[src/rtl/instr_fetch.sv]
// ---------------------------------------------------------------------------
// instr_fetch
//
// Instruction fetch unit with a small prefetch queue. Issues word-aligned
// fetch requests to instruction memory, writes the in-order responses into a
// DEPTH-entry queue together with their fetch address, and presents the queue
// head to the decode stage. A redirect (PC_src) restarts fetching at
// branch_target, flushes the queue and discards the responses still owed for
// requests issued before the redirect.
//
// Ports
//   clk, rst_n          clock, asynchronous active-low reset
//   imem_req_valid/ready, imem_addr     fetch request channel
//   imem_rsp_valid, imem_rsp_data       in-order response channel
//   instr_valid/ready, instr, instr_pc  queue head towards decode
//   cond, op, funct, rd                 field slices of instr
//   PC_src, branch_target               redirect from the control unit
//
// Optional build macro INSTR_FETCH_PERF_EN adds two saturating 16-bit
// counters: perf_stall_cnt (cycles with an empty head) and perf_flush_cnt
// (redirect cycles).
// ---------------------------------------------------------------------------
module instr_fetch #(
    parameter int                ADDR_W   = 32,
    parameter int                DEPTH    = 2,
    parameter logic [ADDR_W-1:0] RESET_PC = '0
) (
    input  logic              clk,
    input  logic              rst_n,
    output logic              imem_req_valid,
    input  logic              imem_req_ready,
    output logic [ADDR_W-1:0] imem_addr,
    input  logic              imem_rsp_valid,
    input  logic [31:0]       imem_rsp_data,
    output logic              instr_valid,
    input  logic              instr_ready,
    output logic [31:0]       instr,
    output logic [ADDR_W-1:0] instr_pc,
    output logic [3:0]        cond,
    output logic [1:0]        op,
    output logic [5:0]        funct,
    output logic [3:0]        rd,
    input  logic              PC_src,
    input  logic [ADDR_W-1:0] branch_target
`ifdef INSTR_FETCH_PERF_EN
    ,
    output logic [15:0]       perf_stall_cnt,
    output logic [15:0]       perf_flush_cnt
`endif
);

    localparam int PTR_W = (DEPTH > 2) ? $clog2(DEPTH) : 1;
    localparam int CNT_W = PTR_W + 1;
    localparam logic [CNT_W:0] DEPTH_V = (CNT_W + 1)'(DEPTH);

    logic [ADDR_W-1:0] fetch_pc_q, fetch_pc_d;
    // Address of the next response that will be kept: responses arrive in
    // order, so no per-request address FIFO is needed.
    logic [ADDR_W-1:0] rsp_pc_q, rsp_pc_d;
    logic [CNT_W-1:0]  outstanding_q, outstanding_d;
    logic [CNT_W-1:0]  discard_q, discard_d;
    logic [CNT_W-1:0]  occ_q, occ_d;
    logic [PTR_W-1:0]  head_q, head_d;
    logic [PTR_W-1:0]  tail_q, tail_d;
    // Holds requests off until the first edge after reset release.
    logic              started_q;

    logic [31:0]       data_mem [DEPTH];
    logic [ADDR_W-1:0] pc_mem   [DEPTH];

    logic accept;
    logic push;
    logic pop;

    // Credit check: every outstanding request owns a queue slot, so a
    // response can always be written without overflow.
    assign imem_req_valid = started_q &&
                            (({1'b0, outstanding_q} + {1'b0, occ_q}) < DEPTH_V);
    assign imem_addr      = fetch_pc_q;
    assign accept         = imem_req_valid & imem_req_ready;
    // A response in a redirect cycle belongs to the old stream: drop it.
    assign push           = imem_rsp_valid & (discard_q == '0) & ~PC_src;
    assign instr_valid    = (occ_q != '0);
    assign pop            = instr_valid & instr_ready;

    always_comb begin
        outstanding_d = outstanding_q + CNT_W'(accept) - CNT_W'(imem_rsp_valid);
        fetch_pc_d    = fetch_pc_q;
        rsp_pc_d      = rsp_pc_q;
        discard_d     = discard_q;
        occ_d         = occ_q + CNT_W'(push) - CNT_W'(pop);
        head_d        = head_q + PTR_W'(pop);
        tail_d        = tail_q + PTR_W'(push);

        if (accept) begin
            fetch_pc_d = fetch_pc_q + ADDR_W'(4);
        end
        if (push) begin
            rsp_pc_d = rsp_pc_q + ADDR_W'(4);
        end
        if (imem_rsp_valid && (discard_q != '0)) begin
            discard_d = discard_q - CNT_W'(1);
        end

        if (PC_src) begin
            // Every request still outstanding after this cycle (remaining
            // discards plus those issued since) is from the abandoned stream.
            discard_d  = outstanding_d;
            fetch_pc_d = branch_target & ~ADDR_W'(3);
            rsp_pc_d   = branch_target & ~ADDR_W'(3);
            occ_d      = '0;
            head_d     = '0;
            tail_d     = '0;
        end
    end

    always_ff @(posedge clk or negedge rst_n) begin
        if (!rst_n) begin
            fetch_pc_q    <= RESET_PC;
            rsp_pc_q      <= RESET_PC;
            outstanding_q <= '0;
            discard_q     <= '0;
            occ_q         <= '0;
            head_q        <= '0;
            tail_q        <= '0;
            started_q     <= 1'b0;
        end else begin
            fetch_pc_q    <= fetch_pc_d;
            rsp_pc_q      <= rsp_pc_d;
            outstanding_q <= outstanding_d;
            discard_q     <= discard_d;
            occ_q         <= occ_d;
            head_q        <= head_d;
            tail_q        <= tail_d;
            started_q     <= 1'b1;
        end
    end

    // Queue storage needs no reset: an entry is only visible once occupancy
    // covers it. The queue is tiny, so the head is read combinationally to
    // keep response-to-instr_valid latency at one cycle.
    generate
        for (genvar gi = 0; gi < DEPTH; gi++) begin : g_entry
            always_ff @(posedge clk) begin
                if (push && (tail_q == PTR_W'(gi))) begin
                    data_mem[gi] <= imem_rsp_data;
                    pc_mem[gi]   <= rsp_pc_q;
                end
            end
        end
    endgenerate

    assign instr    = instr_valid ? data_mem[head_q] : 32'h0;
    assign instr_pc = instr_valid ? pc_mem[head_q]   : '0;
    assign cond     = instr[31:28];
    assign op       = instr[27:26];
    assign funct    = instr[25:20];
    assign rd       = instr[15:12];

`ifdef INSTR_FETCH_PERF_EN
    logic [15:0] perf_stall_q;
    logic [15:0] perf_flush_q;

    always_ff @(posedge clk or negedge rst_n) begin
        if (!rst_n) begin
            perf_stall_q <= '0;
            perf_flush_q <= '0;
        end else begin
            if (!instr_valid && (perf_stall_q != 16'hFFFF)) begin
                perf_stall_q <= perf_stall_q + 16'd1;
            end
            if (PC_src && (perf_flush_q != 16'hFFFF)) begin
                perf_flush_q <= perf_flush_q + 16'd1;
            end
        end
    end

    assign perf_stall_cnt = perf_stall_q;
    assign perf_flush_cnt = perf_flush_q;
`else
    // Performance counters are not present in this build.
`endif

endmodule

[config.mk]
export PLATFORM = sky130hd
export DESIGN_NAME = instr_fetch
export DESIGN_NICKNAME = d
export VERILOG_FILES = /design/src/rtl/instr_fetch.sv
export SDC_FILE = /design/constraint.sdc
export NUM_CORES = 1
export LEC_CHECK = 0
export CAP_MARGIN = 20
export CORE_MARGIN = 2
export CORE_UTILIZATION = 47
export DETAILED_ROUTE_END_ITERATION = 8
export GPL_TIMING_DRIVEN = 0
export PLACE_DENSITY = 0.77
export SYNTH_ARGS = -nofsm -noshare
export SYNTH_HDL_FRONTEND = slang
export SYNTH_SLANG_ARGS = --single-unit
export TNS_END_PERCENT = 5
[constraint.sdc]
create_clock -name clk -period 2.55 [get_ports clk]
set_input_delay 0.3825 -clock clk [delete_from_list [all_inputs] [get_ports clk]]
set_output_delay 0.3825 -clock clk [all_outputs]
set_load 0.1 [all_outputs]
==> key figures, run 1 <==
Outcome
  • Status: finished with violations
  • Violations in the final reports: setup timing

Detailed routing
  • First-pass iteration count of the detailed router: 7
  • Antenna-violating nets left: 0
  • Final routed DRC violation total: 0
  • Total number of vias: around 6600
  • Per-cell via count in the routed design: 5.51
  • Sum of routed wire length over all layers: 22.2 mm
  • Starting DRC count in detailed routing: 476
  • Average routed wire per standard cell: ~18 µm

Final layout
  • Fill cell count: ~1400
  • Leading cell types in the layout, fill and taps excluded: 124 x sky130_fd_sc_hd__edfxtp_1, 93 x sky130_fd_sc_hd__clkdlybuf4s50_1, 88 x sky130_fd_sc_hd__nor2_1
  • Number of antenna diodes: 0
  • Finished Core Util: 0.644
  • Final #Nets: just over 1000
  • Fraction of final layout cells sized beyond drive strength 1: 0.220
  • Area growth from synthesis to final layout: 34.4%
  • Leading cell type in the layout, fill and taps excluded: sky130_fd_sc_hd__edfxtp_1

Yosys
  • Fraction of registers with async set/reset: 0.358
  • Unique masters post-synth: 50
  • Cell types occupying the most area after synthesis: sky130_fd_sc_hd__edfxtp_1 41%, sky130_fd_sc_hd__dfrtp_1 19%, sky130_fd_sc_hd__mux2i_1 7.3%
  • Area fraction of the dominant cell type after synthesis: 0.414
  • EDFF count, synth: 124
  • Average cell area after synthesis: 12.0 µm²
  • Summed instance area of the synthesized netlist: 9000 µm²
  • Number of flip-flops and latches in the synthesized netlist: just under 200
  • Yosys synthesis warning count: 0
  • Most instantiated flip-flop cell in the synthesis netlist: sky130_fd_sc_hd__edfxtp_1
  • Sequential area share after synthesis: 0.606
  • Biggest area consumer among synthesized cells: sky130_fd_sc_hd__edfxtp_1
  • Cell count after synthesis: between 700 and 800

Worst setup path
  • Element type at the critical path end: primary output
  • Worst-case reg-to-reg path depth: 7
  • Maximum fanout along the worst path: 10
  • Type of the setup path with the least slack: register to primary output
  • Required time at the endpoint of the critical path: around 2.2 ns
  • Startpoint of the worst-slack reg-to-reg timing path: occ_q[0]$_DFF_PN0_
  • Launching element type of the critical path: register
  • FF-to-FF End: imem_addr[15]$_DFFE_PN0P_
  • FF-to-FF setup slack: -0.08 ns
  • Critical path data arrival time: roughly 2.3 ns

Power and ir drop
  • LEAKAGE: 4.40 nW
  • Power density over the cells: 1060 nW/µm²
  • Peak supply drop: about 0.00074 V

Timing
  • Hold Fails Final Rpt: 0
  • Maximum clock frequency: between 300 and 400 MHz
  • Clk_skew: 0.0136 ns
  • Part of the cycle the worst path needs: 1.04
  • Final setup margin: -0.0918 ns
  • Final critical-path required period: 2.64 ns
  • RSZ-0062 raised after global routing: true
  • Worst hold margin: between 0.3 and 0.4 ns
  • Setup violations, final: 6
  • Measured slew at the worst slew-check pin: 1.00 ns
  • Slew margin rel.: 0.334
  • Max-slew violation count: 0

Floorplanning
  • Total I/O pin count: 184
  • Die outline width: between 100 and 150 µm
  • Die Height: ~140 µm
  • Initial core utilization: 0.480
  • Number of core rows: 50
  • CORE AREA: approximately 19000 µm²
  • Area of the die: a little over 20000 µm²

Global route
  • Initial antenna violation count: 0
  • Maximum number of pins on one net before global-route repair: 60
  • First-pass GRT wire length: 34.2 mm
  • Aggregate global routing overflow: 0
  • GRT Resource Usage Total: 0.222
  • Number of global-route vias before repair: between 6000 and 7000

Place
  • Detailed placer's ending HPWL: between 15 and 20 mm
  • Total of buffers placed on input and output ports: between 150 and 200
  • Placer Congestion: between 0.8 and 0.9

CTS
  • Cts bufs inserted: 17
  • Worst skew pair latency: 0.44 ns
  • CTS sink cnt: between 150 and 200
  • Maximum count of clock buffers along a single path: 2
  • Buffer type at the clock tree root: sky130_fd_sc_hd__clkbuf_16
  • H-tree Lvls: 4
  • TritonCTS clock tree: yes
  • Clock transition at path regs: ~0.07 ns

Min path
  • Min-Delay Path Class: input pin to asynchronous set/reset pin

Flow run
  • Max Cap Viol: 0
## flip-flops by register name, indices dropped and copies added (netlist names)
name	cells
head_q	1
pc_mem	60
tail_q	1
rsp_pc_q	30
outstanding_q	2
imem_addr	30
data_mem	64
discard_q	2
started_q	1
occ_q	2
## logic make-up after synthesis
group	share of synthesized area
buffers and inverters	0.0395
flip-flops	0.606
XOR/XNOR	0.0214
adder cells (fa/ha/maj)	0.0147
AO/OA/AOI/OAI	0.0691
other	0.000834
AND/OR/NAND/NOR	0.162
multiplexers	0.0872
## synth_stat cells (all sizes together), types with 5 or more instances
master	n
and2	7
a311oi	7
a31oi	14
nor2b	10
inv	18
nand2	34
nand4	23
mux2i	66
buf	33
nor2	104
or4	9
and3	9
nor3	13
xnor2	18
clkbuf	23
o31ai	8
edfxtp	124
nand3	21
dfrtp	69
a211oi	11
ha	9
nor4	13
o21ai	13
a21oi	9
o31a	8
and4	14
nand2b	10
mux2	11
nor3b	5
## worst max-delay path by stage
stage / start / endpoint / slack [ns]
after floorplan: PC_src / data_mem[1][0]$_DFFE_PP_ / -0.63
after global placement: PC_src / data_mem[1][23]$_DFFE_PP_ / -2.35
after detailed placement: occ_q[1]$_DFF_PN0_ / op[1] / -1.23
after CTS: head_q$_DFF_PN0_ / instr[30] / -0.12
after global routing: occ_q[0]$_DFF_PN0_ / imem_addr[15]$_DFFE_PN0P_ / -0.19
final: head_q$_DFF_PN0_ / instr[30] / -0.09
## worst max-delay path, cell delays in order (launching register included)
cell and delay [ns]:
sky130_fd_sc_hd__dfrtp_2 0.50, sky130_fd_sc_hd__clkbuf_4 0.31, sky130_fd_sc_hd__mux2i_2 0.36, sky130_fd_sc_hd__nor2_4 0.07, sky130_fd_sc_hd__buf_4 0.13, sky130_fd_sc_hd__clkdlybuf4s15_2 0.45
## final cells by class
cell class	instances	area, µm²	share of cell area
clock inverters	8	85.1	0.00704
repair buffers	190	1930	0.160
flip-flops and latches	193	5450	0.451
clock buffers	24	546	0.0451
inverters	18	71.3	0.00590
multi-input cells	483	3380	0.280
well taps	234	293	0.0242
plain buffers	54	328	0.0271
## metal layers
layer | track usage | wire length, µm
met5 | 0 | 0
met4 | 0.0610 | 206
met3 | 0.0427 | 1400
met2 | 0.372 | 10900
met1 | 0.297 | 9690
## per-stage QoR
stage | cell area, µm² | cells | power, W | setup WS (ns) | TNS (ns)
6_report | 12100 | 1204 | 0.0129 | -0.0918 | -0.408
3_5_place_dp | 11200 | 1162 | 0.0102 | -1.23 | -184.09
5_1_grt | 12100 | 1204 | 0.0133 | -0.189 | -4.05
4_1_cts | 12000 | 1200 | 0.0129 | -0.122 | -0.583
3_3_place_gp | 11200 | 1161 | 0.0101 | -2.35 | -457.32
2_1_floorplan | 9100 | 750 | 0.00873 | -0.631 | -96.78
## power breakdown
part / switching, W / total [W] / leakage, nW / internal [W]
sequential: 0.000288 / 0.00397 / 1.92 / 0.00368
clock: 0.00115 / 0.00276 / 0.309 / 0.00161
combinational: 0.00462 / 0.00614 / 2.17 / 0.00152
total: 0.00606 / 0.0129 / 4.40 / 0.00681
## timing repair
item / 4_1_cts / 5_1_grt
gates resized for setup: 287 / 31
setup buffers: 7 / 3
pin swaps: 3 / 5
endpoints found under the setup margin: 225 / 96
hold endpoints to repair: 10 / 0
hold buffers: 1 / 0
Power figures use the tool's default switching activity.
==> run 2: changes to the inputs <==
--- a/config.mk
+++ b/config.mk
@@ -7,10 +7,10 @@
 export LEC_CHECK = 0
 export CAP_MARGIN = 20
 export CORE_MARGIN = 2
-export CORE_UTILIZATION = 47
+export CORE_UTILIZATION = 52
 export DETAILED_ROUTE_END_ITERATION = 8
 export GPL_TIMING_DRIVEN = 0
-export PLACE_DENSITY = 0.77
+export PLACE_DENSITY = 0.81
 export SYNTH_ARGS = -nofsm -noshare
 export SYNTH_HDL_FRONTEND = slang
 export SYNTH_SLANG_ARGS = --single-unit
==> constraint.sdc (replaced) <==
create_clock -name clk -period 2.7 [get_ports clk]
set_input_delay 0.405 -clock clk [delete_from_list [all_inputs] [get_ports clk]]
set_output_delay 0.405 -clock clk [all_outputs]
set_load 0.1 [all_outputs]
==> key figures, run 2 (synthesized netlist as in run 1, its figures left out) <==
Outcome
  • Status: finished with violations
  • Violations in the final reports: setup timing

Power and ir drop
  • Power density over the cells: between 1000 and 1500 nW/µm²
  • Internal power: ~0.0065 W
  • Flop pwr share: 0.309
  • Post-route total power: between 0.01 and 0.015 W
  • Clk network pwr share: 0.214
  • Peak supply drop: around 0.00093 V
  • Part of the total power dissipated in combinational logic: 0.477
  • LEAKAGE: approximately 4.3 nW
  • NetSw: around 0.0057 W
  • Fraction of power spent switching nets: 0.467

Timing
  • Measured slew at the worst slew-check pin: approximately 0.99 ns
  • Final critical-path required period: 2.72 ns
  • Part of the cycle the worst path needs: 1.01
  • Hold Fails Final Rpt: 0
  • Setup violations, final: 1
  • Slew margin rel.: 0.337
  • Max-slew violation count: 0
  • Final setup margin: -0.0210 ns
  • Clk_skew: approximately 0.012 ns
  • Worst hold margin: between 0.3 and 0.4 ns
  • Maximum clock frequency: between 300 and 400 MHz
  • RSZ-0062 raised after global routing: true

Worst setup path
  • Type of the setup path with the least slack: register to register
  • Startpoint of the worst-slack reg-to-reg timing path: occ_q[0]$_DFF_PN0_
  • FF-to-FF setup slack: -0.02 ns
  • Required time at the endpoint of the critical path: ~3 ns
  • Critical path startpoint: occ_q[0]$_DFF_PN0_
  • Maximum fanout along the worst path: 7
  • CP Cell Sequence: and2_4 -> fa_1 -> nand4bb_1 -> buf_6 -> or4_4 -> buf_6 -> or4_1 -> a31oi_1
  • Library cell appearing most often on the critical path: sky130_fd_sc_hd__buf_6
  • FF-to-FF End: imem_addr[15]$_DFFE_PN0P_
  • Highest-delay cell along the critical path: sky130_fd_sc_hd__or4_4
  • Longest individual stage delay on the worst path: 0.51 ns
  • Critical path data arrival time: 3.07 ns
  • Element type at the critical path end: register
  • Launching element type of the critical path: register
  • Worst-case reg-to-reg path depth: 8

Final layout
  • Registers with the most flip-flops: data_mem x64, pc_mem x60
  • Leading cell types in the layout, fill and taps excluded: 124 x sky130_fd_sc_hd__edfxtp_1, 96 x sky130_fd_sc_hd__clkdlybuf4s50_1, 88 x sky130_fd_sc_hd__nor2_1
  • Fill cell count: between 1000 and 1500
  • Finished Core Util: 0.704
  • Leading cell type in the layout, fill and taps excluded: sky130_fd_sc_hd__edfxtp_1
  • Max reg flops: 64
  • Fraction of final layout cells sized beyond drive strength 1: 0.207
  • Area growth from synthesis to final layout: 33.8%
  • Number of antenna diodes: 0
  • Register name with the most flops: data_mem
  • Final #Nets: 1033
  • Final non-filler cell total: 1191

Detailed routing
  • Antenna-violating nets left: 0
  • Sum of routed wire length over all layers: roughly 21 mm
  • Starting DRC count in detailed routing: between 400 and 500
  • Average routed wire per standard cell: between 15 and 20 µm
  • Total number of vias: around 6700
  • First-pass iteration count of the detailed router: 5
  • Final routed DRC violation total: 0
  • Per-cell via count in the routed design: approximately 5.6

Place
  • DP Cell Count: 1153
  • Total of buffers placed on input and output ports: about 180
  • Placer Congestion: 0.900
  • Detailed placer's ending HPWL: 14.9 mm
  • Setup Slack @ Placement: -0.995 ns

Floorplanning
  • Total I/O pin count: 184
  • Die outline width: between 100 and 150 µm
  • Die Height: between 100 and 150 µm
  • Area of the die: approximately 18000 µm²
  • Number of core rows: 48
  • CORE AREA: 17100 µm²
  • Initial core utilization: 0.526

CTS
  • Buffer type at the clock tree root: sky130_fd_sc_hd__clkbuf_16
  • Worst skew pair latency: between 0.4 and 0.5 ns
  • CTS sink cnt: 193
  • TritonCTS clock tree: yes
  • H-tree Lvls: 4
  • Cts bufs inserted: 17
  • Clock transition at path regs: around 0.070 ns
  • Maximum count of clock buffers along a single path: 2

Global route
  • Number of global-route vias before repair: between 6000 and 7000
  • First-pass GRT wire length: between 30 and 40 mm
  • Maximum number of pins on one net before global-route repair: 56
  • Initial antenna violation count: 0
  • GRT Resource Usage Total: 0.239
  • Aggregate global routing overflow: 0

Min path
  • Min-Delay Path Class: input pin to asynchronous set/reset pin

Flow run
  • Max Cap Viol: 0
-- run 2: worst max-delay path: cells and delay by family (launching register included) --
| family | cells | cell delay, ns |
|---|---|---|
| adders and majority gates | 1 | 0.46 |
| and+or+nand+nor | 4 | 1.27 |
| AOI/OAI and AO/OA | 1 | 0.16 |
| DFF | 1 | 0.44 |
| buffers and inverters | 2 | 0.31 |
-- run 2: timing repair --
item,4_1_cts,5_1_grt
resized for setup,258,37
endpoints found under the setup margin,220,133
endpoints found under the hold margin,14,0
hold buffers,1,0
pin swaps,3,4
setup buffers,2,4
-- run 2: layout make-up --
cell class / instances / area (µm²) / area share
Clock inverter: 14 / 189 / 0.0157
Multi-Input combinational cell: 483 / 3360 / 0.279
Inverter: 18 / 71.3 / 0.00592
Clock buffer: 18 / 429 / 0.0356
Sequential cell: 193 / 5450 / 0.453
Buffer: 55 / 328 / 0.0272
Timing Repair Buffer: 185 / 1930 / 0.161
Tap cell: 225 / 282 / 0.0234
-- run 2: worst max path at each step --
stage / to / slack [ns]
floorplan: data_mem[1][0]$_DFFE_PP_ / -0.50
global placement: pc_mem[0][27]$_DFFE_PP_ / -2.27
detailed placement: op[1] / -0.99
CTS: instr[0] / -0.11
global route: imem_addr[15]$_DFFE_PN0P_ / -0.08
finish: imem_addr[15]$_DFFE_PN0P_ / -0.02
-- run 2: power by group through the flow --
stage / registers [W] / logic, W / clock network, W
2_1_floorplan: 0.00413 / 0.00412 / 0
3_3_place_gp: 0.00377 / 0.00577 / 0
3_5_place_dp: 0.00378 / 0.00582 / 0
4_1_cts: 0.00374 / 0.00576 / 0.00264
5_1_grt: 0.00379 / 0.00605 / 0.00275
6_report: 0.00375 / 0.00579 / 0.00260
-- run 2: layer usage --
layer | up-vias | wire, µm | global-route usage | share of wire
met5 | - | 0 | 0 | 0
met4 | 0 | 482 | 0.0920 | 0.022
met3 | 43 | 1520 | 0.0419 | 0.071
met2 | 315 | 10300 | 0.391 | 0.48
li1 | 3170 | - | - | -
met1 | 3175 | 9090 | 0.320 | 0.42
-- run 2: through the flow --
step,setup TNS (ns),cell area (µm²)
after global routing,-0.556,12000
after CTS,-0.478,12000
after floorplan,-73.23,9100
after global placement,-422.78,11200
final,-0.0210,12000
after detailed placement,-159.27,11200
==> run 3: changes to the inputs <==
--- a/config.mk
+++ b/config.mk
@@ -6,6 +6,7 @@
 export NUM_CORES = 1
 export LEC_CHECK = 0
 export CAP_MARGIN = 20
+export CORE_ASPECT_RATIO = 2
 export CORE_MARGIN = 2
 export CORE_UTILIZATION = 52
 export DETAILED_ROUTE_END_ITERATION = 8
==> key figures, run 3 (synthesized netlist as in run 1, its figures left out) <==
Worst setup path
  • WP buf/inv: 2
  • Highest-delay cell along the critical path: sky130_fd_sc_hd__or4_4
  • Maximum fanout along the worst path: 7
  • Critical path data arrival time: around 3 ns
  • CP Cell Sequence: and2_4 -> fa_1 -> nand4bb_1 -> buf_6 -> or4_4 -> buf_6 -> or4_1 -> a31oi_1
  • Longest individual stage delay on the worst path: between 0.5 and 0.6 ns
  • Launching element type of the critical path: register
  • Required time at the endpoint of the critical path: slightly above 3 ns
  • Library cell appearing most often on the critical path: sky130_fd_sc_hd__buf_6
  • Element type at the critical path end: register
  • Type of the setup path with the least slack: register to register
  • Cell family contributing the most delay on the critical path: simple AND/OR/NAND/NOR gates

Final layout
  • Number of antenna diodes: 0
  • Area growth from synthesis to final layout: 33.6%
  • Registers with the most flip-flops: data_mem x64, pc_mem x60
  • Finished Core Util: 0.703
  • Final #Nets: 1032
  • Fraction of final layout cells sized beyond drive strength 1: 0.208
  • Total area of multi-input combinational cells: about 3400 µm²
  • Max reg flops: 64
  • Fill cell count: ~1200
  • Leading cell types in the layout, fill and taps excluded: 124 x sky130_fd_sc_hd__edfxtp_1, 96 x sky130_fd_sc_hd__clkdlybuf4s50_1, 88 x sky130_fd_sc_hd__nor2_1
  • Final instance area: ~12000 µm²
  • Leading cell type in the layout, fill and taps excluded: sky130_fd_sc_hd__edfxtp_1
  • Register name with the most flops: data_mem
  • Reg area: ~5500 µm²

Global route
  • Maximum number of pins on one net before global-route repair: 70
  • Initial antenna violation count: 0
  • First-pass GRT wire length: around 36 mm
  • Aggregate global routing overflow: 0
  • GRT Resource Usage Total: 0.246
  • Number of global-route vias before repair: between 6000 and 7000

Detailed routing
  • Wire length on met1: 8.44 mm
  • Starting DRC count in detailed routing: roughly 630
  • Sum of routed wire length over all layers: around 22 mm
  • Final routed DRC violation total: 0
  • First-pass iteration count of the detailed router: 5
  • Antenna-violating nets left: 0
  • Total number of vias: 6864
  • Met3 WL post-DR: 1.55 mm
  • Average routed wire per standard cell: ~19 µm
  • Met2 Routed Length: 11.2 mm
  • Top sig layer: met4
  • Per-cell via count in the routed design: just under 6

CTS
  • H-tree Lvls: 4
  • TritonCTS clock tree: yes
  • Worst skew pair latency: approximately 0.44 ns
  • Clock transition at path regs: approximately 0.080 ns
  • Maximum count of clock buffers along a single path: 2
  • Number of buffers inserted for hold repair after clock tree synthesis: 0
  • Buffer type at the clock tree root: sky130_fd_sc_hd__clkbuf_16
  • CTS sink cnt: between 150 and 200
  • Cts bufs inserted: 17

Place
  • Total of buffers placed on input and output ports: around 180
  • Placer Congestion: 0.940
  • Detailed placer's ending HPWL: approximately 15 mm
  • DP Area: ~11000 µm²

Timing
  • Part of the cycle the worst path needs: 1.01
  • Hold Fails Final Rpt: 0
  • Slew margin rel.: 0.304
  • Final critical-path required period: between 2 and 3 ns
  • Maximum clock frequency: 368 MHz
  • Setup total negative slack: -0.0216 ns
  • Setup violations, final: 2
  • Worst hold margin: ~0.065 ns
  • Max-slew violation count: 0
  • Final setup margin: -0.0208 ns
  • RSZ-0062 raised after global routing: true
  • Clk_skew: approximately 0.012 ns
  • Measured slew at the worst slew-check pin: ~1.0 ns

Power and ir drop
  • Flop pwr share: 0.306
  • Internal power: between 0.006 and 0.007 W
  • LEAKAGE: ~4.4 nW
  • NetSw: slightly below 0.006 W
  • Fraction of power spent switching nets: 0.472
  • Clk network pwr share: 0.220
  • Peak supply drop: between 0.0006 and 0.0007 V
  • Power density over the cells: approximately 1000 nW/µm²
  • Part of the total power dissipated in combinational logic: 0.474

Outcome
  • Violations in the final reports: setup timing
  • Status: finished with violations

Flow run
  • Max Cap Viol: 0

Floorplanning
  • Die outline width: 97.0 µm
  • Area of the die: around 18000 µm²
  • Total I/O pin count: 184
  • CORE AREA: about 17000 µm²
  • Die Height: 190 µm
  • Number of core rows: 68
  • Initial core utilization: 0.526

Min path
  • Min-Delay Path Class: input pin to asynchronous set/reset pin
==> run 3: cell count changes in the layout (fill, tap and decap cells not counted), sizes merged, moves of 4 or more <==
cell	delta
buf	+4
bufinv	-4
clkbuf	+7
clkdlybuf4s15	-7
clkinv	-6
inv	+5
==> run 3: final timing paths <==
check / slack [ns] / endpoint / startpoint / cells past startpoint
worst max-delay path: -0.02 / imem_addr[15]$_DFFE_PN0P_ / occ_q[0]$_DFF_PN0_ / 8
worst min-delay path: 0.06 / imem_addr[28]$_DFFE_PN0P_ / rst_n / 1
worst max register to register: -0.02 / imem_addr[15]$_DFFE_PN0P_ / occ_q[0]$_DFF_PN0_ / 8
worst min register to register: 0.49 / pc_mem[1][15]$_DFFE_PP_ / rsp_pc_q[15]$_DFFE_PN0N_ / 0
max in group asynchronous: 1.97 / head_q$_DFF_PN0_ / rst_n / 1
min in group clk: 0.49 / pc_mem[1][15]$_DFFE_PP_ / rsp_pc_q[15]$_DFFE_PN0N_ / 0
==> run 3: final cells by class <==
| cell class | count | area share |
|---|---|---|
| well taps | 210 | 0.0219 |
| plain buffers | 55 | 0.0274 |
| inverters | 18 | 0.00593 |
| multi-input cells | 483 | 0.280 |
| repair buffers | 184 | 0.157 |
| flip-flops and latches | 193 | 0.454 |
| clock buffers | 24 | 0.0485 |
| clock inverters | 8 | 0.00572 |
==> run 3: layer usage <==
layer,vias to the layer above,track usage
li1,3159,-
met2,364,0.416
met1,3278,0.298
met4,0,0.126
met3,63,0.0474
met5,-,0
==> run 3: power by group through the flow <==
stage	Combinational [W]	Sequential, W	Clock [W]
2_1_floorplan	0.00412	0.00413	0
3_3_place_gp	0.00574	0.00376	0
3_5_place_dp	0.00581	0.00377	0
4_1_cts	0.00577	0.00374	0.00271
5_1_grt	0.00603	0.00378	0.00284
6_report	0.00579	0.00374	0.00269
==> run 3: through the flow <==
stage	cells	power [W]	setup slack, ns
floorplan	750	0.00825	-0.503
global placement	1137	0.00950	-2.24
detailed placement	1137	0.00959	-0.943
CTS	1173	0.0122	-0.120
global route	1175	0.0127	-0.135
finish	1175	0.0122	-0.0208
==> run 3: repair_timing <==
action / 4_1_cts / 5_1_grt
setup endpoints to repair: 220 / 92
pin swaps: 2 / 5
setup buffers: 5 / 2
gates resized for setup: 263 / 33
